### config.mk
export PLATFORM = sky130hd
export DESIGN_NAME = mem_ctrl_flat
export DESIGN_NICKNAME = d
export VERILOG_FILES = /design/src/rtl/mem_ctrl_if.sv /design/src/rtl/mem_ctrl.sv /design/src/flat_wrapper.sv
export SDC_FILE = /design/constraint.sdc
export NUM_CORES = 1
export LEC_CHECK = 0
export BUFFER_PORTS_ARGS = -buffer_cell sky130_fd_sc_hd__buf_2
export CAP_MARGIN = 5
export CELL_PAD_IN_SITES_DETAIL_PLACEMENT = 0
export CELL_PAD_IN_SITES_GLOBAL_PLACEMENT = 1
export CORE_UTILIZATION = 29
export DETAILED_ROUTE_END_ITERATION = 6
export GPL_TIMING_DRIVEN = 0
export PLACE_DENSITY = 0.74
export REMOVE_ABC_BUFFERS = 1
export SKIP_LAST_GASP = 1
export SLEW_MARGIN = 20
export SYNTH_ARGS = -nofsm -noshare
export SYNTH_HDL_FRONTEND = slang
export SYNTH_SLANG_ARGS = --single-unit
### constraint.sdc
create_clock -name clk -period 1.38 [get_ports clk]
set_input_delay 0.138 -clock clk [delete_from_list [all_inputs] [get_ports clk]]
set_output_delay 0.138 -clock clk [all_outputs]
set_load 0.02 [all_outputs]
### src/rtl/mem_ctrl_if.sv
// Request/response and memory-side bus of the mem_ctrl memory controller.
// slave  : the controller's view (takes requests, drives strobes and results).
// master : the requester and memory side (drives requests and mem_rdata).
interface mem_ctrl_if;
  logic        fetch_req;
  logic [15:0] pc;
  logic        ld_req;
  logic        st_req;
  logic [15:0] daddr;
  logic [15:0] wdata;
  logic        busy;
  logic        inst_valid;
  logic [15:0] inst;
  logic        ld_valid;
  logic [15:0] ld_data;
  logic        st_done;
  logic        req_drop;
  logic        addr_err;
  logic [15:0] mem_addr;
  logic [15:0] mem_data;
  logic        mem_read;
  logic        mem_write;
  logic [15:0] mem_rdata;

  modport slave (
    input  fetch_req, pc, ld_req, st_req, daddr, wdata, mem_rdata,
    output busy, inst_valid, inst, ld_valid, ld_data, st_done, req_drop,
           addr_err, mem_addr, mem_data, mem_read, mem_write
  );

  modport master (
    output fetch_req, pc, ld_req, st_req, daddr, wdata, mem_rdata,
    input  busy, inst_valid, inst, ld_valid, ld_data, st_done, req_drop,
           addr_err, mem_addr, mem_data, mem_read, mem_write
  );
endinterface

### src/rtl/mem_ctrl.sv
// mem_ctrl: single-outstanding memory controller arbitrating stores, loads
// and instruction fetches onto one memory port with a one-cycle registered
// read path. States IDLE -> ISSUE -> (WAIT) -> IDLE; every output registered.
// Optional feature: define MEM_CTRL_ADDR_CHECK_EN to reject accesses whose
// address bits [15:8] are non-zero (addr_err pulse, no memory strobe, the
// completion pulse still fires with data unchanged). Without it addr_err is 0.
module mem_ctrl (
  input  logic       clk,
  input  logic       rst,
  mem_ctrl_if.slave  bus
);

  typedef enum logic [1:0] {
    IDLE  = 2'd0,
    ISSUE = 2'd1,
    WAIT  = 2'd2
  } state_t;

  typedef enum logic [1:0] {
    K_FETCH = 2'd0,
    K_LOAD  = 2'd1,
    K_STORE = 2'd2
  } kind_t;

  state_t      state_r;
  kind_t       kind_r;

  logic        any_req_s;
  logic        multi_req_s;
  kind_t       win_kind_s;
  logic [15:0] win_addr_s;
  logic        addr_bad_s;

  // Request arbitration: store beats load beats fetch; flag simultaneous requests.
  always_comb begin
    any_req_s   = bus.st_req | bus.ld_req | bus.fetch_req;
    multi_req_s = (bus.st_req & bus.ld_req) | (bus.st_req & bus.fetch_req) |
                  (bus.ld_req & bus.fetch_req);
    if (bus.st_req) begin
      win_kind_s = K_STORE;
    end else if (bus.ld_req) begin
      win_kind_s = K_LOAD;
    end else begin
      win_kind_s = K_FETCH;
    end
    if (bus.st_req || bus.ld_req) begin
      win_addr_s = bus.daddr;
    end else begin
      win_addr_s = bus.pc;
    end
  end

`ifdef MEM_CTRL_ADDR_CHECK_EN
  assign addr_bad_s = |win_addr_s[15:8];
`else
  assign addr_bad_s   = 1'b0;
  assign bus.addr_err = 1'b0;
`endif

  // Controller FSM with all outputs registered alongside the state.
  always_ff @(posedge clk) begin
    if (rst) begin
      state_r        <= IDLE;
      kind_r         <= K_FETCH;
      bus.busy       <= 1'b0;
      bus.inst_valid <= 1'b0;
      bus.inst       <= 16'h0000;
      bus.ld_valid   <= 1'b0;
      bus.ld_data    <= 16'h0000;
      bus.st_done    <= 1'b0;
      bus.req_drop   <= 1'b0;
      bus.mem_addr   <= 16'h0000;
      bus.mem_data   <= 16'h0000;
      bus.mem_read   <= 1'b0;
      bus.mem_write  <= 1'b0;
`ifdef MEM_CTRL_ADDR_CHECK_EN
      bus.addr_err   <= 1'b0;
`endif
    end else begin
      // Pulses and strobes are one cycle wide unless re-asserted below.
      bus.inst_valid <= 1'b0;
      bus.ld_valid   <= 1'b0;
      bus.st_done    <= 1'b0;
      bus.mem_read   <= 1'b0;
      bus.mem_write  <= 1'b0;
`ifdef MEM_CTRL_ADDR_CHECK_EN
      bus.addr_err   <= 1'b0;
`endif
      // Anything arriving outside IDLE is lost; remember that stickily.
      if (any_req_s && (state_r != IDLE)) begin
        bus.req_drop <= 1'b1;
      end
      case (state_r)
        IDLE: begin
          if (any_req_s) begin
            if (multi_req_s) begin
              bus.req_drop <= 1'b1;
            end
            kind_r <= win_kind_s;
            if (addr_bad_s) begin
              // Rejected access: no memory cycle, complete immediately.
`ifdef MEM_CTRL_ADDR_CHECK_EN
              bus.addr_err <= 1'b1;
`endif
              case (win_kind_s)
                K_STORE: bus.st_done    <= 1'b1;
                K_LOAD:  bus.ld_valid   <= 1'b1;
                default: bus.inst_valid <= 1'b1;
              endcase
            end else begin
              state_r      <= ISSUE;
              bus.busy     <= 1'b1;
              bus.mem_addr <= win_addr_s;
              if (win_kind_s == K_STORE) begin
                bus.mem_data  <= bus.wdata;
                bus.mem_write <= 1'b1;
              end else begin
                bus.mem_read  <= 1'b1;
              end
            end
          end
        end
        ISSUE: begin
          if (kind_r == K_STORE) begin
            state_r     <= IDLE;
            bus.busy    <= 1'b0;
            bus.st_done <= 1'b1;
          end else begin
            state_r     <= WAIT;
          end
        end
        WAIT: begin
          // Memory read data is valid now; mem_addr has been held since ISSUE.
          state_r  <= IDLE;
          bus.busy <= 1'b0;
          if (kind_r == K_FETCH) begin
            bus.inst       <= bus.mem_rdata;
            bus.inst_valid <= 1'b1;
          end else begin
            bus.ld_data    <= bus.mem_rdata;
            bus.ld_valid   <= 1'b1;
          end
        end
        default: begin
          state_r  <= IDLE;
          bus.busy <= 1'b0;
        end
      endcase
    end
  end

endmodule
### src/flat_wrapper.sv
// flat-port wrapper written by rule: the top's interface ports become plain ports
module mem_ctrl_flat 
  (clk, rst, bus_fetch_req, bus_pc, bus_ld_req, bus_st_req, bus_daddr, bus_wdata, bus_mem_rdata, bus_busy, bus_inst_valid, bus_inst, bus_ld_valid, bus_ld_data, bus_st_done, bus_req_drop, bus_addr_err, bus_mem_addr, bus_mem_data, bus_mem_read, bus_mem_write);
  mem_ctrl_if bus_i ();
  input  logic clk;
  input  logic rst;
  input wire logic [$bits(bus_i.fetch_req)-1:0] bus_fetch_req;
  input wire logic [$bits(bus_i.pc)-1:0] bus_pc;
  input wire logic [$bits(bus_i.ld_req)-1:0] bus_ld_req;
  input wire logic [$bits(bus_i.st_req)-1:0] bus_st_req;
  input wire logic [$bits(bus_i.daddr)-1:0] bus_daddr;
  input wire logic [$bits(bus_i.wdata)-1:0] bus_wdata;
  input wire logic [$bits(bus_i.mem_rdata)-1:0] bus_mem_rdata;
  output wire logic [$bits(bus_i.busy)-1:0] bus_busy;
  output wire logic [$bits(bus_i.inst_valid)-1:0] bus_inst_valid;
  output wire logic [$bits(bus_i.inst)-1:0] bus_inst;
  output wire logic [$bits(bus_i.ld_valid)-1:0] bus_ld_valid;
  output wire logic [$bits(bus_i.ld_data)-1:0] bus_ld_data;
  output wire logic [$bits(bus_i.st_done)-1:0] bus_st_done;
  output wire logic [$bits(bus_i.req_drop)-1:0] bus_req_drop;
  output wire logic [$bits(bus_i.addr_err)-1:0] bus_addr_err;
  output wire logic [$bits(bus_i.mem_addr)-1:0] bus_mem_addr;
  output wire logic [$bits(bus_i.mem_data)-1:0] bus_mem_data;
  output wire logic [$bits(bus_i.mem_read)-1:0] bus_mem_read;
  output wire logic [$bits(bus_i.mem_write)-1:0] bus_mem_write;
  assign bus_i.fetch_req = bus_fetch_req;
  assign bus_i.pc = bus_pc;
  assign bus_i.ld_req = bus_ld_req;
  assign bus_i.st_req = bus_st_req;
  assign bus_i.daddr = bus_daddr;
  assign bus_i.wdata = bus_wdata;
  assign bus_i.mem_rdata = bus_mem_rdata;
  assign bus_busy = bus_i.busy;
  assign bus_inst_valid = bus_i.inst_valid;
  assign bus_inst = bus_i.inst;
  assign bus_ld_valid = bus_i.ld_valid;
  assign bus_ld_data = bus_i.ld_data;
  assign bus_st_done = bus_i.st_done;
  assign bus_req_drop = bus_i.req_drop;
  assign bus_addr_err = bus_i.addr_err;
  assign bus_mem_addr = bus_i.mem_addr;
  assign bus_mem_data = bus_i.mem_data;
  assign bus_mem_read = bus_i.mem_read;
  assign bus_mem_write = bus_i.mem_write;
  mem_ctrl u_core (.clk(clk), .rst(rst), .bus(bus_i));
endmodule
After elaboration in Yosys (flattened, before gate mapping)
Index checks and enable logic that the tools add are counted.
W data, S select, Z words.
- equal/unequal tests: 6
- bitwise operators: 12
- multiplexer cells: 18
- reductions and logical operators: 13
- operators by type and width (cell ; count):
    $mux W16 ; 1
    $mux W1 ; 12
    $reduce_and A2 Y1 ; 4
    $eq A2 B2 Y1 const B ; 3
    $mux W2 ; 3
    $not A1 Y1 ; 5
    $logic_not A2 Y1 ; 2
    $ne A2 B1 Y1 const B ; 2
    $or A1 B1 Y1 ; 4
    $pmux W2 S2 ; 1
    $reduce_or A2 Y1 ; 2
    $and A1 B1 Y1 ; 3
    $reduce_and A3 Y1 ; 1
    $reduce_or A3 Y1 ; 1
    $eq A2 B1 Y1 const B ; 1
    $pmux W1 S2 ; 1
    $reduce_bool A2 Y1 ; 1
    $logic_and A1 B1 Y1 ; 1
    $logic_or A1 B1 Y1 ; 1
- output and inout bits: 72
- bits of input ports: 69
- register bits: 75

Logic depth before layout (Yosys ltp)
- depth in word-level cells: 7
- gate-level depth with buffers: 6

Worst setup path after synthesis
Ideal clock, no wire load.
- path type: register -> register
- start: register u_core.state_r[0]
- end: register u_core.bus.inst[10]
- setup slack: -0.058 ns
- setup time: 0.132 ns
- data arrival time: 1.306 ns
- stages on the path, launching flop included: 7
- period minus slack after synthesis: 1.438 ns
- path through: dfxtp_1 buf_6 or4b_1 buf_6 buf_8 nand2_1 a21oi_1
- cells in the longest elaborated chain, start to end: 2
- RTL lines (element ; RTL line ; source):
    from (decl) ; mem_ctrl.sv:25 ; state_t state_r;
    from (signal assigned) ; mem_ctrl.sv:63 ; state_r <= IDLE;
    from (signal assigned) ; mem_ctrl.sv:111 ; state_r <= ISSUE;
    from (signal assigned) ; mem_ctrl.sv:125 ; state_r <= IDLE;
    $eq A2 B2 Y1 ; mem_ctrl.sv:93 ; case (state_r)
    $reduce_and A2 Y1 (no source line) ; -- ;
    to (signal assigned) ; mem_ctrl.sv:137 ; bus.inst <= bus.mem_rdata;
    to (decl) ; mem_ctrl_if.sv:27 ; output busy, inst_valid, inst, ld_valid, ld_data, st_done, req_drop,
Every way passes these cells.
A chain may end at the register's enable or synchronous reset.

Worst setup path in the final report
- start: register u_core.kind_r[1]
- end: register u_core.bus.inst[7]
- cells in the longest elaborated chain, start to end: 2
- RTL lines (element ; RTL line ; source):
    from (decl) ; mem_ctrl.sv:26 ; kind_t kind_r;
    from (signal assigned) ; mem_ctrl.sv:99 ; kind_r <= win_kind_s;
    $logic_not A2 Y1 ; mem_ctrl.sv:136 ; if (kind_r == K_FETCH) begin
    $reduce_and A2 Y1 (no source line) ; -- ;
Every way passes these cells.

==> summary.txt <==
Yosys
  • Warnings, synthesis: 0
  • Proportion of synthesized area in mux cells: under 10%
  • Portion of the post-synthesis area used by sequential elements: between 50% and 60%
  • Post-synthesis register bit count: 75
  • Library cell with the highest instance count after synthesis: sky130_fd_sc_hd__dfxtp_1
  • Area share of the largest cell type after synthesis: about half
  • Per-instance average area after synthesis: around 8.7 sq um
  • Proportion of register bits with asynchronous set or reset after synthesis: 0%
  • Fraction of synthesized cell area in xor and xnor cells: 0%
  • Total standard cell area after synthesis: 2930 sq um
  • Post-synthesis compound-gate area fraction: slightly above 20%
  • Post-synthesis cell count: 336
  • Dominant combinational cell family by area after synthesis: compound AO/OA/AOI/OAI gates
  • EDFF count, synth: 0
  • Fraction of the mapped netlist area in simple logic gates: approximately 17%
  • Top area cells in the synthesized netlist: sky130_fd_sc_hd__dfxtp_1, sky130_fd_sc_hd__a21oi_1, sky130_fd_sc_hd__nand2_1
  • Adder-cell share of the synthesized area: 0%
  • Cell taking the most area after synthesis: sky130_fd_sc_hd__dfxtp_1
  • Most common library cells after synthesis: sky130_fd_sc_hd__dfxtp_1, sky130_fd_sc_hd__nand2_1, sky130_fd_sc_hd__a21oi_1
  • Main synth FF type: sky130_fd_sc_hd__dfxtp_1
  • Number of distinct standard cells referenced by the synthesized netlist: 32

Flow run
  • Max-cap violations: 0

STA
  • Final setup violation count: 0
  • Shortest period the worst path allows: between 1 and 1.5 ns
  • Final Cycle Share: a little under 100%
  • Total count of max-transition violations in the final report: 0
  • Worst clock skew: 0.0121 ns
  • Tightest Pin Transition: ~0.8 ns
  • Hold Violations, Final: 0
  • Unrepaired setup endpoints after global routing: yes
  • Maximum clock rate: 0.738 GHz
  • Relative slew slack: a little under half
  • Final critical-path setup slack: 0.0255 ns

Detailed routing
  • Average wire per cell in the routed design: 14.1 um
  • Total wirelength of the detailed-routed design: 8.53 mm
  • Iteration count of the initial detailed-routing pass: 4
  • DRC viols: 0
  • Via/cell ratio: about 4.8
  • Number of vias after detailed routing: 2894
  • Final antenna-violating net count: 0
  • 1st-iter DRT viols: 81

Cells and area
  • Storage element area: ~1500 sq um
  • Layout overhead on the synthesized area: 36.7%
  • Fraction of final layout cells sized beyond drive strength 1: between 30% and 40%
  • Area occupied by multi-input gates: approximately 1300 sq um
  • ANT cells: 0
  • Fillers: roughly 1000
  • Total number of nets in the final design: 536
  • Final core area utilization: 41.0%

Power
  • Pwr/cell area: ~1300 nW/um^2
  • Maximum vdd drop: between 400 and 500 uV
  • Standby leakage power: roughly 1.8 nW
  • Total Power: around 5.1 mW

CTS
  • Clock latency of the later-clocked register in the worst-skew pair: between 0.3 and 0.4 ns
  • # H-tree levels: 3
  • Clock sinks: 75
  • Root buffer selected by CTS: sky130_fd_sc_hd__clkbuf_8
  • CTS Buf Count: 9
  • CTS tree: yes
  • Reg clk slew, reported paths: roughly 0.08 ns
  • CTS Buffer Depth: 2

GRT
  • Number of antenna violations at the first check in global routing: 0
  • Wire length of the first global-routing pass: roughly 13 mm
  • Maximum number of pins on one net before global-route repair: 77
  • Via count of the first global-routing pass: 2644
  • Total grt overflow: 0
  • Total Routing Usage GR: 16.2%

Hold path
  • Type of the tightest min-delay check: in -> reg

Floorplanning
  • Vertical die dimension: roughly 100 um
  • Number of primary I/O pins: ~140
  • Placement row count: 36
  • Die area: 10500 sq um
  • Initial Util: between 30% and 40%
  • Core Area: 9770 sq um
  • Overall die width: 103 um

Worst setup path
  • Arrival time reported for the critical path endpoint: between 1.5 and 2 ns
  • Data required time at the worst endpoint: about 1.6 ns
  • Endpoint class of the critical path: flop
  • Critical path class: reg -> reg
  • Maximum fanout along the worst path: 10
  • Kind of start point of the critical path: flop

Placement
  • Detailed placer's ending HPWL: around 5.3 mm
  • Port bufs: 139
  • Post-place setup slack: -0.554 ns
  • Final weighted congestion of routability-driven global placement: ~0.67

Outcome
  • Result of the run: completed
==> stage by stage <==
| stage | setup TNS, ns | hold slack [ns] | cells | area, sq um |
|---|---|---|---|---|
| after floorplan | -23.30 | 0.207 | 304 | 2760 |
| after global placement | -57.67 | 0.372 | 576 | 3630 |
| after detailed placement | -21.54 | 0.383 | 578 | 3650 |
| after CTS | 0 | 0.0111 | 601 | 3980 |
| after global routing | -0.279 | 0.0184 | 605 | 4010 |
| final | 0 | 0.0305 | 605 | 4010 |
==> cell families after synthesis <==
family | after synthesis
and+or+nand+nor | 106
DFF | 75
other | 1
AOI/OAI and AO/OA | 104
muxes | 16
buffers and inverters | 34
==> cell usage in the layout, fill, tap and decap left out, types with 2 or more instances in the layout <==
cell type,count
sky130_fd_sc_hd__a21oi_1,50
sky130_fd_sc_hd__a2bb2oi_1,2
sky130_fd_sc_hd__a311oi_1,16
sky130_fd_sc_hd__buf_12,2
sky130_fd_sc_hd__buf_2,138
sky130_fd_sc_hd__buf_4,6
sky130_fd_sc_hd__buf_6,2
sky130_fd_sc_hd__clkbuf_8,9
sky130_fd_sc_hd__clkinv_2,2
sky130_fd_sc_hd__dfxtp_1,71
sky130_fd_sc_hd__dfxtp_4,3
sky130_fd_sc_hd__inv_1,2
sky130_fd_sc_hd__mux2i_1,16
sky130_fd_sc_hd__nand2_1,51
sky130_fd_sc_hd__nand3_1,16
sky130_fd_sc_hd__nor2_1,20
sky130_fd_sc_hd__nor2_2,2
sky130_fd_sc_hd__nor2_4,2
sky130_fd_sc_hd__nor3_1,3
sky130_fd_sc_hd__o21ai_0,32
sky130_fd_sc_hd__or2_2,2
sky130_fd_sc_hd__or4b_4,3
==> metal layers <==
metal	part of all wire (%)	vias to the layer above	global-route usage (%)	wire, um
met5	0	-	0	0
met4	1.3	0	6.15	110
met3	9.5	10	5.15	807
met2	44	130	25.3	3790
met1	45	1313	20.8	3820
li1	-	1441	-	-
==> critical path: stages, from the launching register on <==
cell                      delay, ns
sky130_fd_sc_hd__dfxtp_2       0.40
sky130_fd_sc_hd__or4b_4        0.65
sky130_fd_sc_hd__nand2_1       0.10
sky130_fd_sc_hd__a21oi_1       0.06
==> layout make-up <==
class                      instances  area share, %
timing repair buffer             149           20.0
multi-input combinational        230           33.1
clock inverter                     6           1.62
inverter                           2          0.187
clock buffer                      10           3.18
sequential                        75           37.7
tap                              133           4.15
==> where the power goes <==
group	internal, mW	switching (mW)	total, mW	leakage [nW]
clock network	0.840	0.843	1.68	0.0966
registers	2.30	0.102	2.41	0.616
logic	0.383	0.580	0.963	1.05
total	3.53	1.53	5.05	1.77
==> repair_timing <==
item | 4_1_cts | 5_1_grt
resized for setup | 17 | 2
setup buffers | 5 | 3
setup endpoints to repair | 64 | 33
pin swaps | 2 | 3
hold buffers | 0 | 0
gates cloned | 2 | 1
==> path summary, 6_finish.rpt <==
kind,startpoint,endpoint,slack [ns],cells after the start
setup / recovery,u_core.kind_r[1]$_SDFFE_PP0P_,u_core.bus.inst[7]$_SDFFE_PP0P_,0.03,3
hold / removal,bus_wdata[14],u_core.bus.mem_data[14]$_SDFFE_PP0P_,0.03,3
setup reg to reg,u_core.kind_r[1]$_SDFFE_PP0P_,u_core.bus.inst[7]$_SDFFE_PP0P_,0.03,3
hold reg to reg,u_core.bus.req_drop$_SDFF_PP0_,u_core.bus.req_drop$_SDFF_PP0_,0.45,2
==> registers in the layout, indices dropped and copies added (netlist names), 2 cells and up <==
register             cells
u_core.bus.mem_data     16
u_core.state_r           2
u_core.bus.inst         16
u_core.bus.ld_data      16
u_core.kind_r            2
u_core.bus.mem_addr     16
Power figures use the tool's default switching activity.
